## src/rtl/glb_interrupt_ctrl_pkg.sv

```systemverilog
`default_nettype none
// ---------------------------------------------------------------------------
// global_buffer_param / global_buffer_pkg : shared GLB sizing and register map
// Revision: 1.0
// ---------------------------------------------------------------------------
package global_buffer_param;
  localparam int NUM_GLB_TILES  = 16;
  localparam int AXI_ADDR_WIDTH = 12;
  localparam int AXI_DATA_WIDTH = 32;
endpackage

package global_buffer_pkg;
  typedef logic [7:0] reg_ofs_t;

  localparam reg_ofs_t REG_IER         = 8'h00;
  localparam reg_ofs_t REG_ISR_F2G     = 8'h04;
  localparam reg_ofs_t REG_ISR_G2F     = 8'h08;
  localparam reg_ofs_t REG_ISR_PCFG    = 8'h0C;
  localparam reg_ofs_t REG_ISR_SUMMARY = 8'h10;

  localparam int IER_F2G_BIT  = 0;
  localparam int IER_G2F_BIT  = 1;
  localparam int IER_PCFG_BIT = 2;
  localparam int IER_WIDTH    = 3;
endpackage
`default_nettype wire

```

## src/rtl/glb_interrupt_ctrl_isr_w1c.sv

```systemverilog
`default_nettype none
// ---------------------------------------------------------------------------
// glb_isr_w1c : sticky set / write-1-to-clear status vector with level irq
// Revision: 1.0
// ---------------------------------------------------------------------------
module glb_isr_w1c #(
  parameter int WIDTH = 16
) (
  input  logic             clk,
  input  logic             reset_n,
  input  logic [WIDTH-1:0] pulse,
  input  logic [WIDTH-1:0] clr,
  input  logic             en,
  output logic [WIDTH-1:0] status,
  output logic             irq
);
  logic [WIDTH-1:0] status_d, status_q;
  logic             irq_d, irq_q;

  // Set dominates clear so a completion racing with software ack is never lost.
  always_comb begin
    status_d = pulse | (status_q & ~clr);
    irq_d    = en & (|status_d);
  end

  always_ff @(posedge clk or negedge reset_n) begin
    if (!reset_n) begin
      status_q <= '0;
      irq_q    <= 1'b0;
    end else begin
      status_q <= status_d;
      irq_q    <= irq_d;
    end
  end

  assign status = status_q;
  assign irq    = irq_q;
endmodule
`default_nettype wire

```

## src/rtl/glb_interrupt_ctrl.sv

```systemverilog
`default_nettype none
// ---------------------------------------------------------------------------
// glb_interrupt_ctrl : aggregates per-tile GLB done pulses into host interrupts
// Revision: 1.0
// ---------------------------------------------------------------------------
module glb_interrupt_ctrl
  import global_buffer_pkg::*;
#(
  parameter int NUM_GLB_TILES  = global_buffer_param::NUM_GLB_TILES,
  parameter int AXI_ADDR_WIDTH = global_buffer_param::AXI_ADDR_WIDTH,
  parameter int AXI_DATA_WIDTH = global_buffer_param::AXI_DATA_WIDTH
) (
  input  logic                      clk,
  input  logic                      reset_n,
  input  logic [NUM_GLB_TILES-1:0]  strm_f2g_interrupt_pulse,
  input  logic [NUM_GLB_TILES-1:0]  strm_g2f_interrupt_pulse,
  input  logic [NUM_GLB_TILES-1:0]  pcfg_g2f_interrupt_pulse,
  input  logic                      if_wr_en,
  input  logic [AXI_ADDR_WIDTH-1:0] if_wr_addr,
  input  logic [AXI_DATA_WIDTH-1:0] if_wr_data,
  input  logic                      if_rd_en,
  input  logic [AXI_ADDR_WIDTH-1:0] if_rd_addr,
  output logic [AXI_DATA_WIDTH-1:0] if_rd_data,
  output logic                      if_rd_data_valid,
  output logic                      strm_f2g_interrupt,
  output logic                      strm_g2f_interrupt,
  output logic                      pcfg_g2f_interrupt,
  output logic                      glb_interrupt
);
  localparam int NT = NUM_GLB_TILES;

  function automatic logic reg_hit(input logic [AXI_ADDR_WIDTH-1:0] addr,
                                   input reg_ofs_t ofs);
    return {addr[AXI_ADDR_WIDTH-1:2], 2'b00} == AXI_ADDR_WIDTH'(ofs);
  endfunction

  logic [IER_WIDTH-1:0]      ier_d, ier_q;
  logic [AXI_DATA_WIDTH-1:0] rd_data_d, rd_data_q;
  logic                      rd_valid_d, rd_valid_q;
  logic [NT-1:0]             isr_f2g, isr_g2f, isr_pcfg;
  logic [NT-1:0]             clr_f2g, clr_g2f, clr_pcfg;
  logic [AXI_DATA_WIDTH-1:0] rd_word;
  logic                      unused_ok;

  always_comb begin
    clr_f2g  = (if_wr_en && reg_hit(if_wr_addr, REG_ISR_F2G))  ? if_wr_data[NT-1:0] : '0;
    clr_g2f  = (if_wr_en && reg_hit(if_wr_addr, REG_ISR_G2F))  ? if_wr_data[NT-1:0] : '0;
    clr_pcfg = (if_wr_en && reg_hit(if_wr_addr, REG_ISR_PCFG)) ? if_wr_data[NT-1:0] : '0;

    ier_d = ier_q;
    if (if_wr_en && reg_hit(if_wr_addr, REG_IER)) begin
      ier_d = if_wr_data[IER_WIDTH-1:0];
    end
  end

  glb_isr_w1c #(.WIDTH(NT)) u_isr_f2g (
    .clk    (clk),
    .reset_n(reset_n),
    .pulse  (strm_f2g_interrupt_pulse),
    .clr    (clr_f2g),
    .en     (ier_q[IER_F2G_BIT]),
    .status (isr_f2g),
    .irq    (strm_f2g_interrupt)
  );

  glb_isr_w1c #(.WIDTH(NT)) u_isr_g2f (
    .clk    (clk),
    .reset_n(reset_n),
    .pulse  (strm_g2f_interrupt_pulse),
    .clr    (clr_g2f),
    .en     (ier_q[IER_G2F_BIT]),
    .status (isr_g2f),
    .irq    (strm_g2f_interrupt)
  );

  glb_isr_w1c #(.WIDTH(NT)) u_isr_pcfg (
    .clk    (clk),
    .reset_n(reset_n),
    .pulse  (pcfg_g2f_interrupt_pulse),
    .clr    (clr_pcfg),
    .en     (ier_q[IER_PCFG_BIT]),
    .status (isr_pcfg),
    .irq    (pcfg_g2f_interrupt)
  );

  // Reads sample pre-update state, so a same-cycle write is not visible.
  always_comb begin
    rd_word = '0;
    if (reg_hit(if_rd_addr, REG_IER)) begin
      rd_word = AXI_DATA_WIDTH'(ier_q);
    end else if (reg_hit(if_rd_addr, REG_ISR_F2G)) begin
      rd_word = AXI_DATA_WIDTH'(isr_f2g);
    end else if (reg_hit(if_rd_addr, REG_ISR_G2F)) begin
      rd_word = AXI_DATA_WIDTH'(isr_g2f);
    end else if (reg_hit(if_rd_addr, REG_ISR_PCFG)) begin
      rd_word = AXI_DATA_WIDTH'(isr_pcfg);
    end else if (reg_hit(if_rd_addr, REG_ISR_SUMMARY)) begin
      rd_word = AXI_DATA_WIDTH'({|isr_pcfg, |isr_g2f, |isr_f2g});
    end
    rd_valid_d = if_rd_en;
    rd_data_d  = if_rd_en ? rd_word : '0;
  end

  always_ff @(posedge clk or negedge reset_n) begin
    if (!reset_n) begin
      ier_q      <= '0;
      rd_data_q  <= '0;
      rd_valid_q <= 1'b0;
    end else begin
      ier_q      <= ier_d;
      rd_data_q  <= rd_data_d;
      rd_valid_q <= rd_valid_d;
    end
  end

  assign if_rd_data       = rd_data_q;
  assign if_rd_data_valid = rd_valid_q;
  assign glb_interrupt    = strm_f2g_interrupt | strm_g2f_interrupt | pcfg_g2f_interrupt;

  assign unused_ok = ^{1'b0, if_wr_data, if_wr_addr[1:0], if_rd_addr[1:0]};
endmodule
`default_nettype wire

```

## config.mk

```make
export PLATFORM = sky130hd
export DESIGN_NAME = glb_interrupt_ctrl
export DESIGN_NICKNAME = d
export VERILOG_FILES = /design/src/rtl/glb_interrupt_ctrl_pkg.sv /design/src/rtl/glb_interrupt_ctrl_isr_w1c.sv /design/src/rtl/glb_interrupt_ctrl.sv
export SDC_FILE = /design/constraint.sdc
export NUM_CORES = 1
export LEC_CHECK = 0
export BUFFER_PORTS_ARGS = -buffer_cell sky130_fd_sc_hd__buf_2
export CORE_AREA = 2 2 90 92
export DETAILED_ROUTE_END_ITERATION = 7
export DIE_AREA = 0 0 92 94
export GPL_ROUTABILITY_DRIVEN = 0
export PLACE_DENSITY = 0.79
export SYNTH_ARGS = -nofsm -noshare
export SYNTH_HDL_FRONTEND = slang
export SYNTH_SLANG_ARGS = --single-unit
export TNS_END_PERCENT = 10
```

## constraint.sdc

```tcl
create_clock -name clk -period 2.1 [get_ports clk]
set_input_delay 0.315 -clock clk [delete_from_list [all_inputs] [get_ports clk]]
set_output_delay 0.315 -clock clk [all_outputs]
set_load 0.005 [all_outputs]
```

==> results of run 1 <==
-- what timing repair did --
action | CTS | global route
pin swaps | 2 | 6
endpoints found under the setup margin | 2 | 3
hold endpoints to repair | 43 | 0
gates resized for setup | 11 | 9
hold buffers | 1 | 0
buffers inserted | 2 | 0
gates cloned | 0 | 0
-- power by group --
part	switching (mW)	internal, mW	total, mW
logic	0.166	0.117	0.283
clock network	0.515	0.672	1.19
registers	0.00186	1.37	1.37
total	0.682	2.16	2.84
-- state kept, by name, indices dropped and copies added (netlist names), 3 cells and up --
register,flops
u_isr_f2g.status,16
u_isr_g2f.status,16
if_rd_data,16
u_isr_pcfg.status,16
ier_q,3
-- stage by stage --
| stage | hold slack [ns] | setup slack, ns | instance area, um^2 |
|---|---|---|---|
| after global routing | 0.146 | -0.129 | 4920 |
| after detailed placement | 0.372 | -0.530 | 4560 |
| after floorplan | 0.0194 | -0.0422 | 3790 |
| final | 0.139 | -0.0174 | 4920 |
| after CTS | 0.129 | 0.00306 | 4870 |
| after global placement | 0.366 | -0.437 | 4560 |
-- routing by layer --
metal	up-vias	global-route usage
li1	1616	-
met2	235	0.426
met3	43	0.0369
met5	-	0
met4	0	0.128
met1	1698	0.346
-- cell type report --
cell class,count,area (um^2)
fill,607,2690
multi-input combinational,266,1870
sequential,71,1780
timing repair buffer,148,863
clock buffer,11,131
tap,102,128
clock inverter,5,82.6
inverter,19,71.3
-- layout by cell type, fill, tap and decap left out, types with 3 or more instances in the layout --
master / Yosys / routed
o21ai_0: 6 / 6
nor4b_2: 0 / 3
nand2_1: 38 / 38
buf_2: 1 / 108
a21oi_1: 13 / 13
conb_1: 1 / 16
buf_4: 18 / 36
a21o_1: 30 / 30
or3_1: 4 / 4
or2_2: 7 / 7
nand3b_1: 4 / 4
a211o_1: 3 / 3
o2111ai_1: 4 / 4
nor3_1: 8 / 7
dfrtp_1: 71 / 71
clkbuf_8: 0 / 9
a22oi_1: 14 / 14
nor2_1: 26 / 26
nand3_1: 3 / 3
a31oi_1: 5 / 5
mux2i_1: 3 / 3
nor4_1: 12 / 11
nand2b_1: 12 / 12
a21boi_0: 3 / 3
inv_1: 19 / 19
o41ai_4: 0 / 3
nor4_4: 3 / 4
mux2_2: 14 / 14
-- worst paths after layout --
| kind | end | cells past startpoint | slack (ns) |
|---|---|---|---|
| min reg2reg | u_isr_pcfg.irq | 2 | 0.53 |
| min in group asynchronous | u_isr_pcfg.status[8] | 3 | 0.51 |
| max reg2reg | u_isr_f2g.irq | 5 | -0.02 |
| min | if_rd_data_valid | 1 | 0.14 |
| max | u_isr_f2g.irq | 5 | -0.02 |
| max in group asynchronous | if_rd_data[5] | 3 | 1.27 |
-- logic make-up after synthesis --
| kind of cell | synth area share |
|---|---|
| and+or+nand+nor | 0.199 |
| AOI/OAI and AO/OA | 0.201 |
| buffers and inverters | 0.0665 |
| DFF | 0.482 |
| muxes | 0.0509 |
| other | 0.00102 |
-- critical path: cells and delay by family (launching register included) --
| family | cells | cell delay (ns) |
|---|---|---|
| AO/OA/AOI/OAI | 3 | 1.30 |
| buffers and inverters | 1 | 0.22 |
| flip-flops | 1 | 0.38 |
| AND/OR/NAND/NOR | 1 | 0.11 |
==> qor.yml, run 1 <==
outcome: "complete, but fails checks"
violations: "setup timing"
grt_max_degree: 72
drcViolationCount: 0
clk_latency_ns: 0.35
finalNonFillerCells: 622
maxSlewHeadroom: 0.536
routed-via-count: 3592
end_kind: "flop"
synth_cells: 369
hold_viol: 0
grt_antenna_before_repair: 0
synth_largest_area_cell: "dfrtp_1"
cts_buffer_depth: 2
synthTopCellsByArea: "dfrtp_1, a21o_1, mux2_2"
synth_top_area_frac: 0.482
path_class: "reg -> reg"
h-tree-depth: 3
drtAntennaViolNets: 0
crit_fanout: 2
slowest_delay_ns: 0.55
period_minus_slack_ns: 2.12
synth.most_common_cell: "dfrtp_1"
wirelength_um: 11300
drive_gt1_frac: 0.383
syn_area_um2: 3690
final_util: 0.647
reg2reg_from: "u_isr_f2g.status[5]"
critPathSlowestCell: "a2111oi_0"
clock.fmax_mhz: 472
pwr_density_cell_nw_per_um2: 577
fin_nets: 623
finalSetupViolations: 1
core_region_area_um2: 7610
yosysSeqAreaShare: 0.482
drv_slew: 0
dp_hpwl_um: 8440
rsz0062_at_grt: "true"
grt_overflow: 0
met1_length_um: 4510
hold_class: "in -> reg"
min_from: "if_rd_en"
cts_tree: "done"
synth_ff_type: "dfrtp_1"
cp-startpoint: "u_isr_f2g.status[5]"
cts_made_buffers: 9
clockRootBuffer: "clkbuf_8"
power_mw: 2.84
leakagePower_nw: 2.18
fin_tns_setup_ns: -0.0174
grt_pass1_wl_um: 17200
ios: 145
row_count: 32
skew_ns: 0.00899
post_drt_wl_per_cell_um: 18.1
max-vdd-ir-drop_mv: 0.292
worst_pin_slew_ns: 0.678
dr_wl_met3_um: 1050
path_cells: "a211o_1 > a2111oi_0 > buf_4 > nand4b_1 > o41a_1"
drt_iter0_drc: 299
async_flop_share: 1.00
arrival_ns: 2.35
synth_edf_count: 0
synth_common_cells: "dfrtp_1, nand2_1, a21o_1"
synth_cell_types: 48
die_width_um: 92
placedCellCount: 603
maxCapViolCount: 0
routed_via_density: 5.77
yosysWarnings: 0
fp.dieH_um: 94
die_area_um2: 8650
firstDrtPassIters: 5
timing.final.crit_share: 1.01
clock_sinks: 71
cp.required_ns: 2.33
postSynthAreaPerCell_um2: 10.0
port_buffers: 108
diodes: 0
worst_slack_ns: -0.0174
startpoint_type: "flop"
grt.total_usage: 0.262
synth_seq_cells: 71
met2_length_um: 5330
areaGrowthSynthToFinish_pct: 33.3
start_util: 0.485
routed.top_layer: "met4"
path_clk_slew_ns: 0.08
grt_pass1_vias: 3465
(Power assumes the default switching activity.)
==> run 2: changes to the inputs <==
--- a/config.mk
+++ b/config.mk
@@ -5,10 +5,11 @@
 export SDC_FILE = /design/constraint.sdc
 export NUM_CORES = 1
 export LEC_CHECK = 0
+export ABC_AREA = 1
 export BUFFER_PORTS_ARGS = -buffer_cell sky130_fd_sc_hd__buf_2
-export CORE_AREA = 2 2 90 92
+export CORE_AREA = 2 2 92 94
 export DETAILED_ROUTE_END_ITERATION = 7
-export DIE_AREA = 0 0 92 94
+export DIE_AREA = 0 0 94 96
 export GPL_ROUTABILITY_DRIVEN = 0
 export PLACE_DENSITY = 0.79
 export SYNTH_ARGS = -nofsm -noshare
==> run 2 against run 1 <==
  * The run now ends clean
  * Global-route usage down 2.5 points
  * Clock power is 20% lower
  * Worst hold slack got worse by 0.13 ns
  * Design area shrank 6.7%
  * Critical path type is now in -> reg
  * Critical endpoint is now if_rd_data[7]
  * Largest cell class is now sequential cells
  * Highest routed layer unchanged
==> qor.yml, run 2 <==
outcome: "completed"
synth-xor-area-share: 0
grt_overflow: 0
die_width_um: 94
synthTopCellsByArea: "dfrtp_1, nand2_1, nand3_1"
postSynthAreaPerCell_um2: 7.89
maxSlewHeadroom: 0.527
synth_edf_count: 0
synth_largest_area_cell: "dfrtp_1"
syn_area_um2: 3900
firstDrtPassIters: 5
grt_pass1_wl_um: 16200
die_area_um2: 9020
drcViolationCount: 0
dp_hpwl_um: 7920
power_mw: 2.54
critPathTopFamily: "simple AND/OR/NAND/NOR gates"
pwr_density_cell_nw_per_um2: 554
routed-via-count: 3642
timing.final.crit_share: 0.731
fin_tns_setup_ns: 0
ios: 145
drtAntennaViolNets: 0
synthSimpleGateAreaFrac: 0.361
final_common_cell: "nand2_1"
start_util: 0.484
clockRootBuffer: "clkbuf_8"
synth_cell_types: 27
cts_resized: 0
hold_viol: 0
fp.dieH_um: 96
worst-path-buf-inv: 2
placedCellCount: 694
fillers: 785
synth_compound_area_frac: 0.0369
drt_iter0_drc: 345
diodes: 0
worst_pin_slew_ns: 0.710
async_flop_share: 1.00
fin_nets: 708
grt_max_degree: 50
path_class: "in -> reg"
synthMuxAreaShare: 0.00867
postCtsHoldBufs: 0
cts_tree: "done"
cp.depth: 8
port_buffers: 108
startpoint_type: "input port"
end_kind: "flop"
yosysWarnings: 0
fin_area_um2: 4590
skew_ns: 0.00497
period_minus_slack_ns: 1.53
synth_fa_ha_area_frac: 0
synth_seq_cells: 71
clock_sinks: 71
clk_latency_ns: 0.35
max-vdd-ir-drop_mv: 0.244
crit_path_end: "if_rd_data[7]"
row_count: 33
core_region_area_um2: 8050
grt.total_usage: 0.237
synth_cells: 494
regToRegEndpoint: "if_rd_data[0]"
cts_buffer_depth: 2
post_drt_wl_per_cell_um: 14.3
cts_made_buffers: 9
drv_slew: 0
placed_area_um2: 4420
maxCapViolCount: 0
synth.most_common_cell: "nand2_1"
grt_pass1_vias: 3409
synth_common_cells: "nand2_1, nand3_1, dfrtp_1"
crit_fanout: 26
areaGrowthSynthToFinish_pct: 17.8
cp.required_ns: 2.39
cp-startpoint: "if_rd_addr[7]"
leakagePower_nw: 2.46
wirelength_um: 10100
finalSetupViolations: 0
synth_ff_type: "dfrtp_1"
hold_class: "in -> async"
finalNonFillerCells: 708
synth_top_area_frac: 0.456
path_clk_slew_ns: 0.06
cts_setup_buffers: 0
final_cell_mix: "nand2_1, buf_2, nand3_1"
routed_via_density: 5.14
grt_antenna_before_repair: 0
h-tree-depth: 3
clock.fmax_mhz: 651
slowest_delay_ns: 0.43
critPathSlowestCell: "nor2_4"
rsz0062_at_grt: "false"
drive_gt1_frac: 0.252
path_cells: "buf_2 > nor2_1 > nand2_2 > nor2_4 > nand4_1 > nand3_1 > o2111ai_1 > inv_1"
synth_top_family_by_area: "simple AND/OR/NAND/NOR gates"
arrival_ns: 1.82
regToRegSetupSlack_ns: 0.70
yosysSeqAreaShare: 0.456
reg2reg_from: "u_isr_f2g.status[14]"
rr_worst_depth: 6
-- run 2: cell count changes in the layout (fill, tap and decap cells not counted), sizes merged, moves of 14 or more --
cell	previous run	this run
inv	19	70
buf	147	114
a21o	30	0
a22oi	14	0
nand2	38	129
nand3	3	81
nand4	1	17
nor2	26	51
-- run 2: metal layers --
layer	up-vias	share of wire	global-route usage
li1	1788	-	-
met1	1636	0.42	0.314
met2	189	0.47	0.374
met3	29	0.084	0.0509
met4	0	0.028	0.106
met5	-	0	0
-- run 2: area by class of cell --
| class | instances | area, um^2 | share of cell area |
|---|---|---|---|
| well taps | 105 | 131 | 0.0286 |
| repair buffers | 114 | 611 | 0.133 |
| multi-input cells | 334 | 1640 | 0.358 |
| clock inverters | 1 | 5.00 | 0.00109 |
| flip-flops and latches | 71 | 1780 | 0.387 |
| inverters | 70 | 263 | 0.0573 |
| clock buffers | 13 | 159 | 0.0346 |
-- run 2: metrics by stage --
step / util / setup WS (ns) / hold WS (ns)
finish: 0.570 / 0.565 / 0.00886
floorplan: - / 0.679 / 0.0194
CTS: 0.570 / 0.564 / 0.0303
detailed placement: 0.549 / 0.238 / 0.402
global route: 0.570 / 0.395 / 0.0675
global placement: 0.549 / 0.305 / 0.392
-- run 2: kinds of logic (layout without fill, tap and decap cells) --
family | after synthesis | after routing
compound gates | 19 | 19
buf+inv | 104 | 198
mux | 3 | 3
simple gates | 296 | 296
flops | 71 | 71
other cells | 1 | 16
-- run 2: worst min path at each step --
stage                     slack, ns                  end  cells after the start     from
after global routing           0.07  u_isr_f2g.status[2]                      1  reset_n
after detailed placement       0.40  u_isr_f2g.status[2]                      1  reset_n
after floorplan                0.02             ier_q[0]                      0  reset_n
after CTS                      0.03  u_isr_f2g.status[2]                      1  reset_n
after global placement         0.39     if_rd_data_valid                      1  reset_n
final                         0.009  u_isr_f2g.status[2]                      1  reset_n
-- run 2: power breakdown --
part	leakage [nW]	total (mW)	switching [mW]	internal, mW
Combinational	1.64	0.220	0.135	0.0849
Sequential	0.739	1.37	0.00177	1.37
Clock	0.0854	0.951	0.472	0.479
==> run 3: changes to the inputs <==
--- a/config.mk
+++ b/config.mk
@@ -7,11 +7,11 @@
 export LEC_CHECK = 0
 export ABC_AREA = 1
 export BUFFER_PORTS_ARGS = -buffer_cell sky130_fd_sc_hd__buf_2
-export CORE_AREA = 2 2 92 94
+export CORE_AREA = 2 2 97 99
 export DETAILED_ROUTE_END_ITERATION = 7
-export DIE_AREA = 0 0 94 96
+export DIE_AREA = 0 0 99 101
 export GPL_ROUTABILITY_DRIVEN = 0
-export PLACE_DENSITY = 0.79
+export PLACE_DENSITY = 0.75
 export SYNTH_ARGS = -nofsm -noshare
 export SYNTH_HDL_FRONTEND = slang
 export SYNTH_SLANG_ARGS = --single-unit
==> constraint.sdc (replaced) <==
create_clock -name clk -period 1.3 [get_ports clk]
set_input_delay 0.195 -clock clk [delete_from_list [all_inputs] [get_ports clk]]
set_output_delay 0.195 -clock clk [all_outputs]
set_load 0.005 [all_outputs]
==> run 3 against run 2 <==
  * The run now ends with setup timing left
  * Critical path type is now reg -> reg
  * Critical path depth is 1 lower
  * Via count is 8.2% higher
  * Global-route usage is 0.49 points lower
  * Clock skew is 0.0040 ns higher
  * Wire length is 11% higher
  * Sequential power is 62% higher
==> qor.yml, run 3 (same netlist as run 2, synthesis figures left out) <==
fin_nets: 765
grt.total_usage: 0.232
areaGrowthSynthToFinish_pct: 33.5
ios: 145
startpoint_type: "flop"
cp-startpoint: "u_isr_pcfg.status[11]"
row_count: 35
grt_max_degree: 47
worst_slack_ns: -0.139
arrival_ns: 1.67
finalNonFillerCells: 771
final_cell_mix: "nand2_1, buf_2, nand3_1"
dp_hpwl_um: 9000
cp.depth: 7
drive_gt1_frac: 0.333
path_cells: "nor4_2 > buf_4 > nand4_1 > nand2_1 > nand3_2 > nor2_2 > nor2_1"
drtAntennaViolNets: 0
cts_tree: "done"
p_sw_mw: 0.986
path_clk_slew_ns: 0.07
power_frac_seq: 0.536
rr_worst_depth: 7
critPathTopFamily: "simple AND/OR/NAND/NOR gates"
cts_buffer_depth: 2
p_comb_frac: 0.094
core_region_area_um2: 8980
clk_latency_ns: 0.34
pwr_density_cell_nw_per_um2: 796
slowest_delay_ns: 0.40
regToRegSetupSlack_ns: -0.14
grt_pass1_vias: 3810
post_drt_wl_per_cell_um: 14.6
clockRootBuffer: "clkbuf_8"
h-tree-depth: 3
grt_antenna_before_repair: 0
end_kind: "flop"
diodes: 0
die_width_um: 99
wirelength_um: 11200
drcViolationCount: 0
cts_setup_buffers: 0
regToRegEndpoint: "if_rd_data[2]"
crit_fanout: 2
fp.dieH_um: 101
firstDrtPassIters: 5
drv_slew: 0
outcome: "complete, but fails checks"
period_minus_slack_ns: 1.44
path_class: "reg -> reg"
finalSetupViolations: 5
p_int_mw: 3.15
grt_overflow: 0
skew_ns: 0.00899
violations: "setup timing"
leakagePower_nw: 2.80
clock.fmax_mhz: 695
grt_pass1_wl_um: 17900
power_mw: 4.14
cts_made_buffers: 9
reg2reg_from: "u_isr_pcfg.status[11]"
power_frac_clock: 0.370
critPathSlowestCell: "dfrtp_1"
final_common_cell: "nand2_1"
timing.final.crit_share: 1.11
max-vdd-ir-drop_mv: 0.599
routed-via-count: 3939
maxCapViolCount: 0
hold_viol: 0
worst-path-buf-inv: 1
cp.required_ns: 1.53
rsz0062_at_grt: "true"
start_util: 0.434
routed_via_density: 5.11
placedCellCount: 757
drt_iter0_drc: 274
crit_path_end: "if_rd_data[2]"
hold_class: "in -> reg"
fillers: 827
die_area_um2: 10000
p_sw_frac: 0.238
clock_sinks: 71
port_buffers: 108
run 3: cell types whose count changed in the layout (fill, tap and decap cells not counted), sizes merged:
cell | previous run | this run
dlygate4sd3 | 0 | 1
buf | 114 | 170
run 3: layout make-up:
| cell class | count | area, um^2 | share of cell area |
|---|---|---|---|
| flip-flops and latches | 71 | 1780 | 0.342 |
| inverters | 70 | 263 | 0.0505 |
| clock inverters | 1 | 5.00 | 0.000962 |
| clock buffers | 13 | 159 | 0.0305 |
| well taps | 111 | 139 | 0.0267 |
| multi-input cells | 334 | 1720 | 0.330 |
| repair buffers | 171 | 1140 | 0.219 |
run 3: how the worst min path moves through the flow:
stage / from / endpoint / slack [ns] / cells after the start
detailed placement: reset_n / u_isr_pcfg.status[10] / 0.20 / 2
global placement: reset_n / u_isr_pcfg.status[11] / 0.20 / 2
floorplan: reset_n / ier_q[0] / -0.10 / 0
finish: pcfg_g2f_interrupt_pulse[2] / u_isr_pcfg.status[2] / 0.06 / 3
global route: strm_g2f_interrupt_pulse[2] / u_isr_g2f.status[2] / 0.07 / 3
CTS: pcfg_g2f_interrupt_pulse[2] / u_isr_pcfg.status[2] / 0.05 / 3
run 3: repair_timing:
action                                  4_1_cts  5_1_grt
hold buffers                                  1        0
gates cloned                                  0        0
endpoints found under the setup margin        6        7
endpoints found under the hold margin        71        0
gates resized for setup                       9        5
pin swaps                                     3        6
run 3: power groups by stage:
| stage | combinational, mW | clock [mW] | sequential, mW |
|---|---|---|---|
| floorplan | 0.155 | 0 | 2.26 |
| global placement | 0.377 | 0 | 2.26 |
| detailed placement | 0.384 | 0 | 2.26 |
| CTS | 0.389 | 1.55 | 2.22 |
| global route | 0.432 | 1.64 | 2.22 |
| finish | 0.389 | 1.53 | 2.22 |
run 3: through the flow:
step                      TNS, ns  worst slack [ns]  hold slack (ns)  cell area, um^2   util
final                      -0.386            -0.139           0.0552             5200  0.580
after floorplan                 0            0.0214           -0.101             3960      -
after global placement      -3.06            -0.397            0.195             4960  0.553
after global routing       -0.973            -0.261           0.0686             5200  0.580
after CTS                  -0.337            -0.119           0.0472             5180  0.577
after detailed placement    -3.64            -0.434            0.199             4960  0.553
run 3: worst register-to-register path, delay by kind of cell (launching register included):
kind / cells / cell delay (ns)
buffers and inverters: 1 / 0.15
and+or+nand+nor: 6 / 0.79
DFF: 1 / 0.40
run 3: metal layers:
layer  up-vias  GRT usage  share of wire
li1       1891          -              -
met1      1839      0.295           0.42
met2       188      0.397           0.49
met3        21     0.0409          0.067
met4         0     0.0864          0.026
met5         -          0              0
